### src/rtl/tmr_voter_pkg.sv
// Shared constants for the TMR voter pipeline: function-select encodings and default sizes.
package tmr_voter_pkg;

    localparam int unsigned DEF_WIDTH = 8;
    localparam int unsigned DEF_CNT_W = 8;

    localparam logic [1:0] MODE_MAJ = 2'd0;
    localparam logic [1:0] MODE_AND = 2'd1;
    localparam logic [1:0] MODE_OR  = 2'd2;
    localparam logic [1:0] MODE_XOR = 2'd3;

endpackage

### src/rtl/sat_counter.sv
// Saturating up-counter with a synchronous clear that takes priority over increment.
module sat_counter #(
    parameter int unsigned CNT_W = 8
) (
    input  logic             clk,
    input  logic             rst,
    input  logic             clr,
    input  logic             inc,
    output logic [CNT_W-1:0] cnt
);

    logic [CNT_W-1:0] cnt_q;
    logic [CNT_W-1:0] cnt_d;

    always_comb begin
        cnt_d = cnt_q;
        if (clr) begin
            cnt_d = '0;
        end else if (inc && (cnt_q != {CNT_W{1'b1}})) begin
            cnt_d = cnt_q + 1'b1;
        end
    end

    always_ff @(posedge clk or posedge rst) begin
        if (rst) begin
            cnt_q <= '0;
        end else begin
            cnt_q <= cnt_d;
        end
    end

    assign cnt = cnt_q;

endmodule

### src/rtl/tmr_voter_pipe.sv
// Two-stage valid/ready pipeline voting three operands (MAJ/AND/OR/XOR), with
// disagreement flag and per-input saturating dissent counters in majority mode.
module tmr_voter_pipe
    import tmr_voter_pkg::*;
#(
    parameter int unsigned WIDTH = DEF_WIDTH,
    parameter int unsigned CNT_W = DEF_CNT_W
) (
    input  logic             clk,
    input  logic             rst,
    input  logic [WIDTH-1:0] x,
    input  logic [WIDTH-1:0] y,
    input  logic [WIDTH-1:0] z,
    input  logic [1:0]       mode,
    input  logic             in_valid,
    output logic             in_ready,
    output logic [WIDTH-1:0] o,
    output logic             out_err,
    output logic             out_valid,
    input  logic             out_ready,
    input  logic             clr_cnt,
    output logic [CNT_W-1:0] cnt_x,
    output logic [CNT_W-1:0] cnt_y,
    output logic [CNT_W-1:0] cnt_z
);

    logic             s1_v;
    logic [WIDTH-1:0] s1_x;
    logic [WIDTH-1:0] s1_y;
    logic [WIDTH-1:0] s1_z;
    logic [1:0]       s1_mode;
    logic             s2_v;
    logic [WIDTH-1:0] s2_o;
    logic             s2_err;

    logic             s1_adv;
    logic             s2_adv;
    logic             xfer;
    logic             is_maj;
    logic [WIDTH-1:0] dx;
    logic [WIDTH-1:0] dy;
    logic [WIDTH-1:0] dz;
    logic [WIDTH-1:0] res;
    logic             err;

    assign s2_adv   = !s2_v || out_ready;
    assign s1_adv   = !s1_v || s2_adv;
    assign in_ready = s1_adv && !rst;
    assign xfer     = s1_v && s2_adv;
    assign is_maj   = (s1_mode == MODE_MAJ);

    // A bit's dissenter differs from the other two, which agree with each other.
    assign dx = (s1_x ^ s1_y) & ~(s1_y ^ s1_z);
    assign dy = (s1_y ^ s1_z) & ~(s1_z ^ s1_x);
    assign dz = (s1_z ^ s1_x) & ~(s1_x ^ s1_y);

    always_comb begin
        res = '0;
        err = 1'b0;
        case (s1_mode)
            MODE_MAJ: begin
                res = (s1_x & s1_y) | (s1_y & s1_z) | (s1_x & s1_z);
                err = |(dx | dy | dz);
            end
            MODE_AND: res = s1_x & s1_y & s1_z;
            MODE_OR:  res = s1_x | s1_y | s1_z;
            default:  res = s1_x ^ s1_y ^ s1_z;
        endcase
    end

    always_ff @(posedge clk or posedge rst) begin
        if (rst) begin
            s1_v    <= 1'b0;
            s1_x    <= '0;
            s1_y    <= '0;
            s1_z    <= '0;
            s1_mode <= MODE_MAJ;
        end else if (s1_adv) begin
            s1_v <= in_valid;
            if (in_valid) begin
                s1_x    <= x;
                s1_y    <= y;
                s1_z    <= z;
                s1_mode <= mode;
            end
        end
    end

    always_ff @(posedge clk or posedge rst) begin
        if (rst) begin
            s2_v   <= 1'b0;
            s2_o   <= '0;
            s2_err <= 1'b0;
        end else if (s2_adv) begin
            s2_v <= s1_v;
            if (s1_v) begin
                s2_o   <= res;
                s2_err <= err;
            end
        end
    end

    assign o         = s2_o;
    assign out_err   = s2_err;
    assign out_valid = s2_v;

    sat_counter #(.CNT_W(CNT_W)) u_cnt_x (
        .clk (clk),
        .rst (rst),
        .clr (clr_cnt),
        .inc (xfer && is_maj && (|dx)),
        .cnt (cnt_x)
    );

    sat_counter #(.CNT_W(CNT_W)) u_cnt_y (
        .clk (clk),
        .rst (rst),
        .clr (clr_cnt),
        .inc (xfer && is_maj && (|dy)),
        .cnt (cnt_y)
    );

    sat_counter #(.CNT_W(CNT_W)) u_cnt_z (
        .clk (clk),
        .rst (rst),
        .clr (clr_cnt),
        .inc (xfer && is_maj && (|dz)),
        .cnt (cnt_z)
    );

endmodule
### config.mk
export PLATFORM = sky130hd
export DESIGN_NAME = tmr_voter_pipe
export DESIGN_NICKNAME = d
export VERILOG_FILES = /design/src/rtl/tmr_voter_pkg.sv /design/src/rtl/sat_counter.sv /design/src/rtl/tmr_voter_pipe.sv
export SDC_FILE = /design/constraint.sdc
export NUM_CORES = 1
export LEC_CHECK = 0
export ABC_AREA = 0
export CORE_MARGIN = 2
export CORE_UTILIZATION = 52
export DETAILED_ROUTE_END_ITERATION = 10
export GPL_TIMING_DRIVEN = 0
export HOLD_SLACK_MARGIN = 0.08
export PLACE_DENSITY_LB_ADDON = 0.05
export SLEW_MARGIN = 20
export SYNTH_ARGS = -nofsm -noshare
export SYNTH_HDL_FRONTEND = slang
export SYNTH_SLANG_ARGS = --single-unit
### constraint.sdc
create_clock -name clk -period 2.6 [get_ports clk]
set_input_delay 0.52 -clock clk [delete_from_list [all_inputs] [get_ports clk]]
set_output_delay 0.52 -clock clk [all_outputs]
set_load 0.05 [all_outputs]
==> metrics.yaml <==
run_status: "complete, no violations"
critPathMaxStageDelay_ns: 0.81
critical-path-top-delay-family: "buffers and inverters"
post_cts_buffers: 0
detailed_route_iter0_violations: 56
timing.reg2reg.worst_path_depth: 8
finalClockSkew_ns: 0.01534
antenna_found_initial: 0
postSynth.topFlopCell: "sky130_fd_sc_hd__dfrtp_1"
synth-edff-count: 0
power_frac_clock_pct: 30.3
drc_errors: 0
worstPathRequired_ns: 2.08
share_comb_of_total_power_pct: 32.8
critPathMostFrequentCell: "sky130_fd_sc_hd__clkdlybuf4s50_1"
ys_warn_count: 0
finalHoldViolCount: 0
flip_flop_and_latch_count_after_synthesis: 61
fp.coreArea_mm2: 0.007176
min_from: "o[2]"
synth.cell_area_mm2: 0.003816
synth_top_area_share_pct: 40.00
numPortBuffers: 64
timing.hold.worst_path_depth: 2
antenna_left: 0
cts.path.max_buffers: 2
grt_use_met2_pct: 35.76
yosys.cell_types.count: 45
setup_viol_count_final: 0
cts-buffers-inserted: 9
cts_num_sinks: 61
internal_power_mw: 2.107
cp_slowest_cell: "sky130_fd_sc_hd__clkdlybuf4s50_1"
finalNetCount: 511
total_number_of_vias: 2967
hold_end: "o[2]"
worstPathBufferInverterCount: 2
finalCritPeriodShare_pct: 97.86
leakagePower_nw: 2.087
drt_wl_total_um: 8098
finalMaxSlewViolations: 0
synth_nets: 435
layout_cells_sized_above_1_pct: 14.03
cts.htree.levels: 3
max_fclk_mhz: 393.0
cts_root_buf: "sky130_fd_sc_hd__clkbuf_8"
detailedPlacementHpwl_um: 6075
grt_remaining_overflow: 0
groute.layer.met1.usage_pct: 28.65
tns_ns: 0
async_reset_ff_share_pct: 100.0
setup_repair_after_global_routing_missed_its_margin: "false"
cp.depth: 4
die_y_um: 89.67
max_cap_viol_count: 0
syn-instance-count: 361
worst_setup_path_start_kind: "input pin"
crit_path_cell_trace: "clkdlybuf4s50_1, nor2b_1, a21oi_1, clkdlybuf4s50_1"
netlist.top_cell.by_area: "sky130_fd_sc_hd__dfrtp_1"
worst_skew_pair.late_latency_ns: 0.35
ctsHoldBuffers: 0
maximum_number_of_pins_on_one_net_before_global_route_repair: 38
cts_clk_pin_slew_worst_paths_ns: 0.06
netSwitchingFraction_pct: 33.62
timing.final.crit_period_ns: 2.544
vdd_drop_max_mv: 0.2902
netlist_top_cells_area: "sky130_fd_sc_hd__dfrtp_1, sky130_fd_sc_hd__ha_1, sky130_fd_sc_hd__mux2_2"
finish.instance_area_mm2: 0.004830
floorplan.initialDensity_pct: 53.18
placement.cell_area_mm2: 0.004603
num_antenna_cells: 0
crit-reg2reg-launch: "s1_x[1]"
avgRoutedWirePerCell_um: 14.97
path_max_fanout: 2
power_per_cell_area_mw_per_mm2: 657.1
gr-max-usage-layer: "met2"
cts_tree: "built"
cp-end-kind: "output pin"
max_transition_margin_pct: 41.38
first_global_vias: 2843
die-width_um: 89.67
ys_seq_area_share_pct: 40.00
holdCritPathClass: "flop to flop"
total_switching_power_mw: 1.067
first_pass_grt_wire_length_um: 13390
r2r_slack_ns: 0.23
sequential_share_of_power_pct: 36.9
aggregate_global_route_resource_usage_pct: 22.02
gp_congestion: 0.8194
cts_repair_resize_count: 0
tightestPinTransition_ns: 0.8726
final_util_pct: 67.31
area_growth_pct: 26.56
rows: 31
timing_worst_setup_path_type: "input pin to output pin"
grt_use_met3_pct: 4.662
vias_per_cell: 5.484
die-area_mm2: 0.008040
arrival_ns: 2.02
post_syn_area_per_cell_um2: 10.57
drt_pass1_iterations: 4
io_pins: 66
final-instance-count-excl-fill: 541
critical_path.reg2reg.endpoint: "u_cnt_x.cnt[1]"
power_mw: 3.174
place_inst: 525
==> power by group through the flow <==
stage               Sequential (mW)  Combinational, mW  Clock, mW
floorplan                      1.35              0.545          0
global placement               1.18               1.01          0
detailed placement             1.19               1.05          0
CTS                            1.17               1.05      0.987
global route                   1.19               1.16       1.03
finish                         1.17               1.04      0.963
==> placed cells by master (no fill, tap or decap), drive strengths merged, types with 8 or more instances in the layout <==
cell type,count
a21oi,18
buf,9
clkbuf,18
clkdlybuf4s50,64
dfrtp,61
fa,8
ha,35
inv,34
mux2,28
nand2,26
nand2b,15
nand3,12
nor2,12
nor2b,15
o21ai,16
==> cell type report <==
| cell class | instances | area [µm²] |
|---|---|---|
| sequential | 61 | 1526 |
| multi-input combinational | 253 | 2088 |
| timing repair buffer | 65 | 660.6 |
| tap | 99 | 123.9 |
| fill | 572 | 2346 |
| inverter | 34 | 130.1 |
| clock inverter | 3 | 67.56 |
| clock buffer | 13 | 158.9 |
| buffer | 13 | 73.82 |
==> Yosys cell counts (6+ instances only) <==
| cell type | number |
|---|---|
| sky130_fd_sc_hd__or4_1 | 6 |
| sky130_fd_sc_hd__o21ai_0 | 14 |
| sky130_fd_sc_hd__or3_1 | 6 |
| sky130_fd_sc_hd__mux2_2 | 28 |
| sky130_fd_sc_hd__nor2b_1 | 15 |
| sky130_fd_sc_hd__inv_1 | 34 |
| sky130_fd_sc_hd__nor2_1 | 11 |
| sky130_fd_sc_hd__dfrtp_1 | 61 |
| sky130_fd_sc_hd__nand3_1 | 12 |
| sky130_fd_sc_hd__nand2_1 | 26 |
| sky130_fd_sc_hd__a21oi_1 | 18 |
| sky130_fd_sc_hd__o31ai_1 | 6 |
| sky130_fd_sc_hd__fa_1 | 8 |
| sky130_fd_sc_hd__nand2b_1 | 15 |
| sky130_fd_sc_hd__mux4_2 | 6 |
| sky130_fd_sc_hd__ha_1 | 35 |
==> worst min-delay path, stage by stage, from the launching register on <==
cell and delay [ns]:
sky130_fd_sc_hd__dfrtp_1 0.34, sky130_fd_sc_hd__nand2_1 0.04, sky130_fd_sc_hd__o21ai_0 0.06
==> cells by family (layout without fill, tap and decap cells) <==
kind of cell               after synthesis  count (layout)  share of synthesized area [%]
and+or+nand+nor                        109             109                          15.57
DFF                                     61              61                          40.00
adders and majority gates               43              43                          15.67
xor gates and xnor gates                 2               2                         0.4591
muxes                                   35              35                          12.07
buffers and inverters                   47             128                          5.279
AOI/OAI and AO/OA                       64              64                          10.95
==> worst max-delay path by stage <==
stage                     startpoint             end  slack, ns
after floorplan            out_valid        in_ready       0.52
after global placement           rst  u_cnt_y.cnt[0]      -0.59
after detailed placement   out_ready        in_ready       0.04
after CTS                  out_ready        in_ready       0.04
after global routing       out_ready        in_ready      0.005
final                      out_ready        in_ready       0.06
==> per-layer routing <==
| layer | vias to the layer above | wire length (µm) |
|---|---|---|
| met4 | 0 | 162 |
| met1 | 1457 | 3630 |
| met3 | 16 | 324 |
| met5 | - | 0 |
| li1 | 1428 | - |
| met2 | 66 | 3980 |
==> per-stage QoR <==
stage	hold slack, ns	setup slack (ns)
after floorplan	0.4926	0.5163
after global placement	0.4632	-0.5910
after detailed placement	0.4664	0.04209
after CTS	0.4837	0.03864
after global routing	0.5117	0.005415
final	0.4746	0.05552
==> flip-flops by register name, summed over array words and instances (netlist names) <==
register / flops
out_err: 1
out_valid: 1
u_cnt_z.cnt: 8
s1_mode: 2
o: 8
s1_x: 8
u_cnt_y.cnt: 8
s1_v: 1
s1_z: 8
s1_y: 8
u_cnt_x.cnt: 8
Power figures use the tool's default switching activity.
